$ cat src/rtl/alu_pkg.sv
// alu_pkg: unit codes, ALU function codes and sequencer state shared by ALU clients
package alu_pkg;
    localparam logic [1:0] UNIT_ARITH = 2'b00;
    localparam logic [1:0] UNIT_LOGIC = 2'b01;
    localparam logic [1:0] UNIT_CMP   = 2'b10;
    localparam logic [1:0] UNIT_SHIFT = 2'b11;
    localparam logic [3:0] FUN_ADD  = 4'b0000;
    localparam logic [3:0] FUN_SUB  = 4'b0001;
    localparam logic [3:0] FUN_AND  = 4'b0100;
    localparam logic [3:0] FUN_OR   = 4'b0101;
    localparam logic [3:0] FUN_NAND = 4'b0110;
    localparam logic [3:0] FUN_NOR  = 4'b0111;
    localparam logic [3:0] FUN_CMP  = 4'b1000;
    localparam logic [3:0] FUN_SHL  = 4'b1100;
    typedef enum logic [1:0] {S_IDLE, S_WAIT, S_RESP} seq_state_e;
endpackage

$ cat src/rtl/alu_result_mux.sv
// alu_result_mux: picks data, carry and valid flag of the ALU unit named by unit_i
module alu_result_mux
    import alu_pkg::*;
#(
    parameter int OUT_WIDTH = 16
) (
    input  logic [1:0]           unit_i,
    input  logic [OUT_WIDTH-1:0] arith_out_i,
    input  logic [OUT_WIDTH-1:0] logic_out_i,
    input  logic [3:0]           cmp_out_i,
    input  logic [OUT_WIDTH-1:0] shift_out_i,
    input  logic                 carry_i,
    input  logic                 arith_flag_i,
    input  logic                 logic_flag_i,
    input  logic                 cmp_flag_i,
    input  logic                 shift_flag_i,
    output logic [OUT_WIDTH-1:0] data_o,
    output logic                 carry_o,
    output logic                 flag_o
);
    always_comb begin
        data_o  = unit_i == UNIT_ARITH ? arith_out_i :
                  unit_i == UNIT_LOGIC ? logic_out_i :
                  unit_i == UNIT_CMP   ? OUT_WIDTH'(cmp_out_i) : shift_out_i;
        carry_o = unit_i == UNIT_ARITH && carry_i;
        flag_o  = unit_i == UNIT_ARITH ? arith_flag_i :
                  unit_i == UNIT_LOGIC ? logic_flag_i :
                  unit_i == UNIT_CMP   ? cmp_flag_i : shift_flag_i;
    end
endmodule

$ cat src/rtl/alu_op_sequencer.sv
// alu_op_sequencer: one-at-a-time request/response front end that waits the fixed ALU latency
module alu_op_sequencer
    import alu_pkg::*;
#(
    parameter int IN_WIDTH  = 8,
    parameter int OUT_WIDTH = 16,
    parameter int ALU_LAT   = 2
) (
    input  logic                 CLK,
    input  logic                 RST,
    input  logic                 req_valid,
    output logic                 req_ready,
    input  logic [IN_WIDTH-1:0]  req_a,
    input  logic [IN_WIDTH-1:0]  req_b,
    input  logic [3:0]           req_fun,
    output logic                 rsp_valid,
    input  logic                 rsp_ready,
    output logic [OUT_WIDTH-1:0] rsp_data,
    output logic                 rsp_carry,
    output logic [1:0]           rsp_unit,
    output logic                 rsp_err,
    output logic [IN_WIDTH-1:0]  alu_a,
    output logic [IN_WIDTH-1:0]  alu_b,
    output logic [3:0]           alu_fun,
    input  logic [OUT_WIDTH-1:0] alu_arith_out,
    input  logic [OUT_WIDTH-1:0] alu_logic_out,
    input  logic [OUT_WIDTH-1:0] alu_shift_out,
    input  logic [3:0]           alu_cmp_out,
    input  logic                 alu_carry_out,
    input  logic                 alu_arith_flag,
    input  logic                 alu_logic_flag,
    input  logic                 alu_cmp_flag,
    input  logic                 alu_shift_flag
);
    localparam int CW = $clog2(ALU_LAT + 1);
    seq_state_e state_q, state_d;
    logic [CW-1:0] cnt_q, cnt_d;
    logic [IN_WIDTH-1:0] a_q, a_d, b_q, b_d;
    logic [3:0] fun_q, fun_d;
    logic [OUT_WIDTH-1:0] data_q, data_d, mux_data;
    logic carry_q, carry_d, err_q, err_d, mux_carry, mux_flag;
    logic [1:0] unit_q, unit_d;

    alu_result_mux #(.OUT_WIDTH(OUT_WIDTH)) u_mux (
        .unit_i      (fun_q[3:2]),
        .arith_out_i (alu_arith_out),
        .logic_out_i (alu_logic_out),
        .cmp_out_i   (alu_cmp_out),
        .shift_out_i (alu_shift_out),
        .carry_i     (alu_carry_out),
        .arith_flag_i(alu_arith_flag),
        .logic_flag_i(alu_logic_flag),
        .cmp_flag_i  (alu_cmp_flag),
        .shift_flag_i(alu_shift_flag),
        .data_o      (mux_data),
        .carry_o     (mux_carry),
        .flag_o      (mux_flag)
    );

    always_comb begin
        state_d = state_q;
        cnt_d   = cnt_q;
        a_d     = a_q;
        b_d     = b_q;
        fun_d   = fun_q;
        data_d  = data_q;
        carry_d = carry_q;
        unit_d  = unit_q;
        err_d   = err_q;
        case (state_q)
            S_IDLE: if (req_valid) begin
                a_d     = req_a;
                b_d     = req_b;
                fun_d   = req_fun;
                cnt_d   = CW'(ALU_LAT);
                state_d = S_WAIT;
            end
            // capture lands on a fixed cycle, so earlier flags on the same unit never matter
            S_WAIT: if (cnt_q == '0) begin
                data_d  = mux_data;
                carry_d = mux_carry;
                err_d   = ~mux_flag;
                unit_d  = fun_q[3:2];
                state_d = S_RESP;
            end else begin
                cnt_d = cnt_q - CW'(1);
            end
            S_RESP: state_d = rsp_ready ? S_IDLE : S_RESP;
            default: state_d = S_IDLE;
        endcase
    end

    always_ff @(posedge CLK) begin
        if (!RST) begin
            state_q <= S_IDLE;
            cnt_q   <= '0;
            a_q     <= '0;
            b_q     <= '0;
            fun_q   <= '0;
            data_q  <= '0;
            carry_q <= 1'b0;
            unit_q  <= '0;
            err_q   <= 1'b0;
        end else begin
            state_q <= state_d;
            cnt_q   <= cnt_d;
            a_q     <= a_d;
            b_q     <= b_d;
            fun_q   <= fun_d;
            data_q  <= data_d;
            carry_q <= carry_d;
            unit_q  <= unit_d;
            err_q   <= err_d;
        end
    end

    assign req_ready = state_q == S_IDLE;
    assign rsp_valid = state_q == S_RESP;
    assign rsp_data  = data_q;
    assign rsp_carry = carry_q;
    assign rsp_unit  = unit_q;
    assign rsp_err   = err_q;
    assign alu_a     = a_q;
    assign alu_b     = b_q;
    assign alu_fun   = fun_q;
endmodule

$ cat config.mk
export PLATFORM = sky130hd
export DESIGN_NAME = alu_op_sequencer
export DESIGN_NICKNAME = d
export VERILOG_FILES = /design/src/rtl/alu_pkg.sv /design/src/rtl/alu_result_mux.sv /design/src/rtl/alu_op_sequencer.sv
export SDC_FILE = /design/constraint.sdc
export NUM_CORES = 1
export LEC_CHECK = 0
export ABC_AREA = 1
export CAP_MARGIN = 20
export CORE_AREA = 5 5 76 92
export CTS_BUF_LIST = sky130_fd_sc_hd__clkbuf_4
export CTS_CLUSTER_DIAMETER = 80
export DETAILED_ROUTE_END_ITERATION = 6
export DIE_AREA = 0 0 81 97
export PLACE_DENSITY = 0.83
export SLEW_MARGIN = 20
export SYNTH_ARGS = -nofsm -noshare
export SYNTH_HDL_FRONTEND = slang
export SYNTH_SLANG_ARGS = --single-unit
$ cat constraint.sdc
create_clock -name CLK -period 1.05 [get_ports CLK]
set_input_delay 0.1575 -clock CLK [delete_from_list [all_inputs] [get_ports CLK]]
set_output_delay 0.1575 -clock CLK [all_outputs]
set_load 0.05 [all_outputs]
# Yosys cells after proc, flatten, opt, wreduce, memory -nomap -nowiden
# Index checks and enable logic that the tools add are counted.
[totals]
ff_bits = 44
output_inout_bits = 42
[classes]
addsub = 1
eq_ne = 7
muxes = 13
n_bitwise = 1
n_reduce_logical = 9
[op_table]
columns = ["operator", "n"]
rows = [
  ["$mux 16", 3],
  ["$mux 2", 5],
  ["$logic_not 2->1", 3],
  ["$ne 2x2->1 const B", 3],
  ["$pmux 2 s3", 1],
  ["$reduce_and 2->1", 3],
  ["$eq 2x1->1 const B", 2],
  ["$eq 2x2->1 const B", 2],
  ["$pmux 2 s2", 1],
  ["$mux 1", 3],
  ["$reduce_and 3->1", 1],
  ["$reduce_bool 2->1", 1],
  ["$sub 2x1->2 const B", 1],
  ["$logic_and 1x1->1", 1],
  ["$not 1->1", 1],
]

# Logic depth before layout (Yosys ltp)
[logic_depth]
ltp_word = 5
ltp_mapped = 7
ltp_nobuf = 7

# Modules after synthesis
# Synthesis repeated with hierarchy kept, for this count alone.
[hier_totals]
hier_cells = 348
hier_area_um2 = 2374.8
[by_module_without_submodules]
columns = ["module", "instances", "cells_per_inst", "area_each_um2"]
rows = [
  ["alu_op_sequencer", 1, 215, 1712.9],
  ["alu_result_mux", 1, 133, 661.9],
]

# Worst setup path after synthesis
# No wires, ideal clock.
[synth_path]
kind = "register -> register"
start = "reg state_q[1]"
end = "reg state_q[1]"
setup_ns = 0.080
arrival_time_ns = 1.490
slack_ns = -0.520
stages_incl_launch_ff = 6
path_cell_list = "dfxtp_1 > inv_1 > nor2_1 > inv_1 > o21bai_1 > nor3b_1"
[synth_between]
elab_cells_between_ends = 7
cone_classes = "eq/ne (4); mux (1); reduce/logical (2)"
[synth_rtl]
columns = ["element", "line", "source"]
rows = [
  ["from (decl)", "alu_op_sequencer.sv:36", "seq_state_e state_q, state_d;"],
  ["from (signal assigned)", "alu_op_sequencer.sv:105", "state_q <= state_d;"],
  ["$eq 2x2->1", "-", ""],
  ["named net rsp_valid", "alu_op_sequencer.sv:16", "output logic rsp_valid,"],
  ["$pmux 2 s3", "alu_op_sequencer.sv:70", "case (state_q)"],
]
# The timed path passes the listed nets, and every way through them passes these cells.
# A chain may end at the register's enable or synchronous reset.

# Worst setup path in the final report
[layout_path]
start = "reg state_q[1]"
end = "reg unit_q[1], in the netlist rsp_unit[1]"
[layout_between]
elab_chain_cells = 2
[layout_lines]
columns = ["element", "line", "source"]
rows = [
  ["$eq 2x1->1", "alu_op_sequencer.sv:70", ""],
  ["$reduce_and 2->1 (no source line)", "-", ""],
  ["to (signal assigned)", "alu_op_sequencer.sv:112", "unit_q <= unit_d;"],
  ["to (decl)", "alu_op_sequencer.sv:42", "logic [1:0] unit_q, unit_d;"],
]
# Every way passes these cells.

==> impl_metrics.toml <==
[cells_and_area]
final_cell_mix = "sky130_fd_sc_hd__clkdlybuf4s50_1, sky130_fd_sc_hd__nor2_1, sky130_fd_sc_hd__buf_12"
area_delta_synth_final_pct = 123
post_route_cells_drive_above_1_share = 0.434
count_of_fill_cells_added_during_filler_insertion = 406
most_common_cell_after_layout_fill_and_taps_aside = "sky130_fd_sc_hd__clkdlybuf4s50_1"
insertedDiodeCount = 0
number_of_nets_in_the_final_layout = 523

[power_and_ir_drop]
sw_frac_of_total = 0.357
clock_power_share = 0.190
worst_ir_drop_vdd_uv = 878
combPwrFrac = 0.456
power.static_leakage_nw = 1.86
power_density_of_the_placed_cells_nw_per_um2 = 1260
net-switching-power_mw = 2.05
sequential_share_of_power = 0.354
p_int_mw = 3.69

[setup_path]
critical_path.endpoint_type = "flop"
critical_path.cell_chain = "buf_6, nor2_4, nand2_8, buf_12, clkinv_8, o21ai_1, a21oi_1"
critPathKind = "reg2reg"
critical_path.max_stage_delay_ps = 390
reg2reg_from = "state_q[1]"
critPathLaunchType = "flop"
cp.arrival_ps = 1560
cpMaxStageDelayCell = "sky130_fd_sc_hd__dfxtp_4"
worstRegToRegCells = 7
worstSetupStartpoint = "state_q[1]"
worst-path-max-fanout = 6
critical_path_required_ps = 1340

[clock_network]
tritoncts_num_sinks = 44
cts-buffers-inserted = 5
root_cell_of_the_clock_tree = "sky130_fd_sc_hd__clkbuf_4"
worst_setup_hold_path_clk_slew_ps = 140
clock_insertion_delay_worst_skew_ps = 350
cts_h_tree_depth = 2
clockBufferDepth = 2
cts_tree = "yes"

[synth]
synth.distinct_cells = 29
post_synth_instance_area_um2 = 2040
postSynthCellCount = 284
postSynthNetCount = 366
synthesis.yosys.warnings = 0
synth.yosys.seq_area_share = 0.432
avg_inst_size_synth_um2 = 7.17
yosys_register_bits = 44

[grt]
largest_net_degree_at_the_start_of_global_routing = 41
number_of_global_route_vias_before_repair = 2689
globalRoute.totalOverflow = 0
number_of_antenna_violations_at_the_first_check_in_global_routing = 0
groute.usage.overall = 0.201
grt_first_pass_wirelength_mm = 12.6

[timing]
post-route-period-util = 1.21
hold_violations = 0
tightestPinTransition_ps = 448
worst_slack_ps = -223
finalClockSkew_ps = 15.1
drv_slew = 0
setup_repair_after_global_routing_missed_its_margin = "true"
timing.max_slew.rel_slack = 0.700
max_freq_mhz = 786
finalWorstPathRequiredPeriod_ps = 1270
fin_hold_ws_ps = 385
setup-violations-final = 48
tns_ps = -6830

[place]
detailedPlacementHpwl_mm = 5.52
io_buffer_count = 122
gp_routability_congestion = 0.773
detailedPlace.worstSlack_ps = -286

[hold_path]
hold-path-cell-count = 3
worstHoldPathType = "in2reg"
timing.hold.worst.start = "req_a[2]"

[route]
avgViaCountPerCell = 4.85
routed-via-count = 2541
drt_wl_total_mm = 8.31
remaining_drc_errors = 0
drtAntennaViolNets = 0
route.detailed.wl_per_inst_um = 15.9
drtIter0Drc = 61
firstDrtPassIters = 4

[floorplan]
die_area_um2 = 7860
core.rowCount = 31
i_o_pin_cnt = 123
floorplan.die.width_um = 81
floorplan.initialDensity = 0.341
coreArea_um2 = 5970
dieHeight_um = 97

[status]
violations = "negative setup slack"
outcome = "finished with violations"

[flow_run]
drv.max_cap_violation_count = 0
## cell usage after synthesis, drive strengths merged
master,count,area [µm²]
a21oi,37,185
a31oi,1,6.26
buf,14,106
clkbuf,2,7.51
clkinv,2,12.5
dfxtp,44,881
ha,1,12.5
inv,14,55.1
nand2,41,164
nand3,5,30.0
nand4,1,6.26
nor2,61,246
nor3b,2,15.0
o21ai,49,245
o21bai,1,7.51
or2,9,56.3
## critical path: cells and delay by family (launching register included)
kind / cells / cell delay [ps]
flip-flops: 1 / 390
buffers and inverters: 3 / 360
AND/OR/NAND/NOR: 2 / 280
AO/OA/AOI/OAI: 2 / 190
## sequential cells by signal, indices dropped and copies added (netlist names)
name	flops
alu_a	8
rsp_err	1
cnt_q	2
rsp_data	16
alu_b	8
alu_fun	4
state_q	2
rsp_carry	1
rsp_unit	2
## repair_timing
item                       CTS  global route
cloned                       6             1
pin swaps                    6            11
buffers inserted            13             8
setup endpoints to repair   84            86
gates resized for setup     70            32
hold endpoints to repair     0             0
hold buffers                 0             0
## cell families (layout without fill, tap and decap cells)
logic type | count (synthesis) | count (layout) | share of synthesized area
AOI/OAI and AO/OA | 88 | 88 | 0.218
buffers and inverters | 32 | 188 | 0.0891
and+or+nand+nor | 119 | 121 | 0.254
adders and majority gates | 1 | 1 | 0.00614
DFF | 44 | 44 | 0.432
## power by group through the flow
| stage | Clock (mW) | Combinational (mW) | Sequential, mW |
|---|---|---|---|
| after global placement | 0 | 2.18 | 2.04 |
| after detailed placement | 0 | 2.22 | 2.04 |
| final | 1.09 | 2.61 | 2.03 |
| after floorplan | 0 | 0.632 | 2.45 |
| after global routing | 1.19 | 2.75 | 2.05 |
| after CTS | 1.13 | 2.48 | 2.03 |
## metal layers
| metal | up-vias | global-route usage | part of all wire |
|---|---|---|---|
| li1 | 1250 | - | - |
| met1 | 1155 | 0.201 | 0.36 |
| met2 | 118 | 0.367 | 0.53 |
| met3 | 18 | 0.0697 | 0.088 |
| met4 | 0 | 0.0767 | 0.023 |
| met5 | - | 0 | 0 |
## path summary, 6_finish.rpt
check | slack [ps] | endpoint
worst max-delay path | -220 | rsp_unit[1]
worst min-delay path | 390 | alu_a[2]
worst max register to register | -220 | rsp_unit[1]
worst min register to register | 510 | rsp_carry
## cell type report
class                           count  area (µm²)  area share
Inverter                           16        86.3      0.0190
Tap cell                           82         103      0.0226
Timing Repair Buffer              160        2040       0.448
Clock buffer                        5        37.5     0.00825
Timing Repair inverter              4        60.1      0.0132
Clock inverter                      3        47.5      0.0105
Sequential cell                    44         966       0.212
Multi-Input combinational cell    210        1210       0.266
## metrics by stage
step	cell area [µm²]	util	instances	total power [mW]
6_report	4550	0.762	524	5.73
5_1_grt	4550	0.762	524	5.99
4_1_cts	4340	0.727	515	5.64
3_5_place_dp	3900	0.653	488	4.26
3_3_place_gp	3900	0.653	488	4.21
2_1_floorplan	2130	-	284	3.08
(Power assumes the default switching activity.)
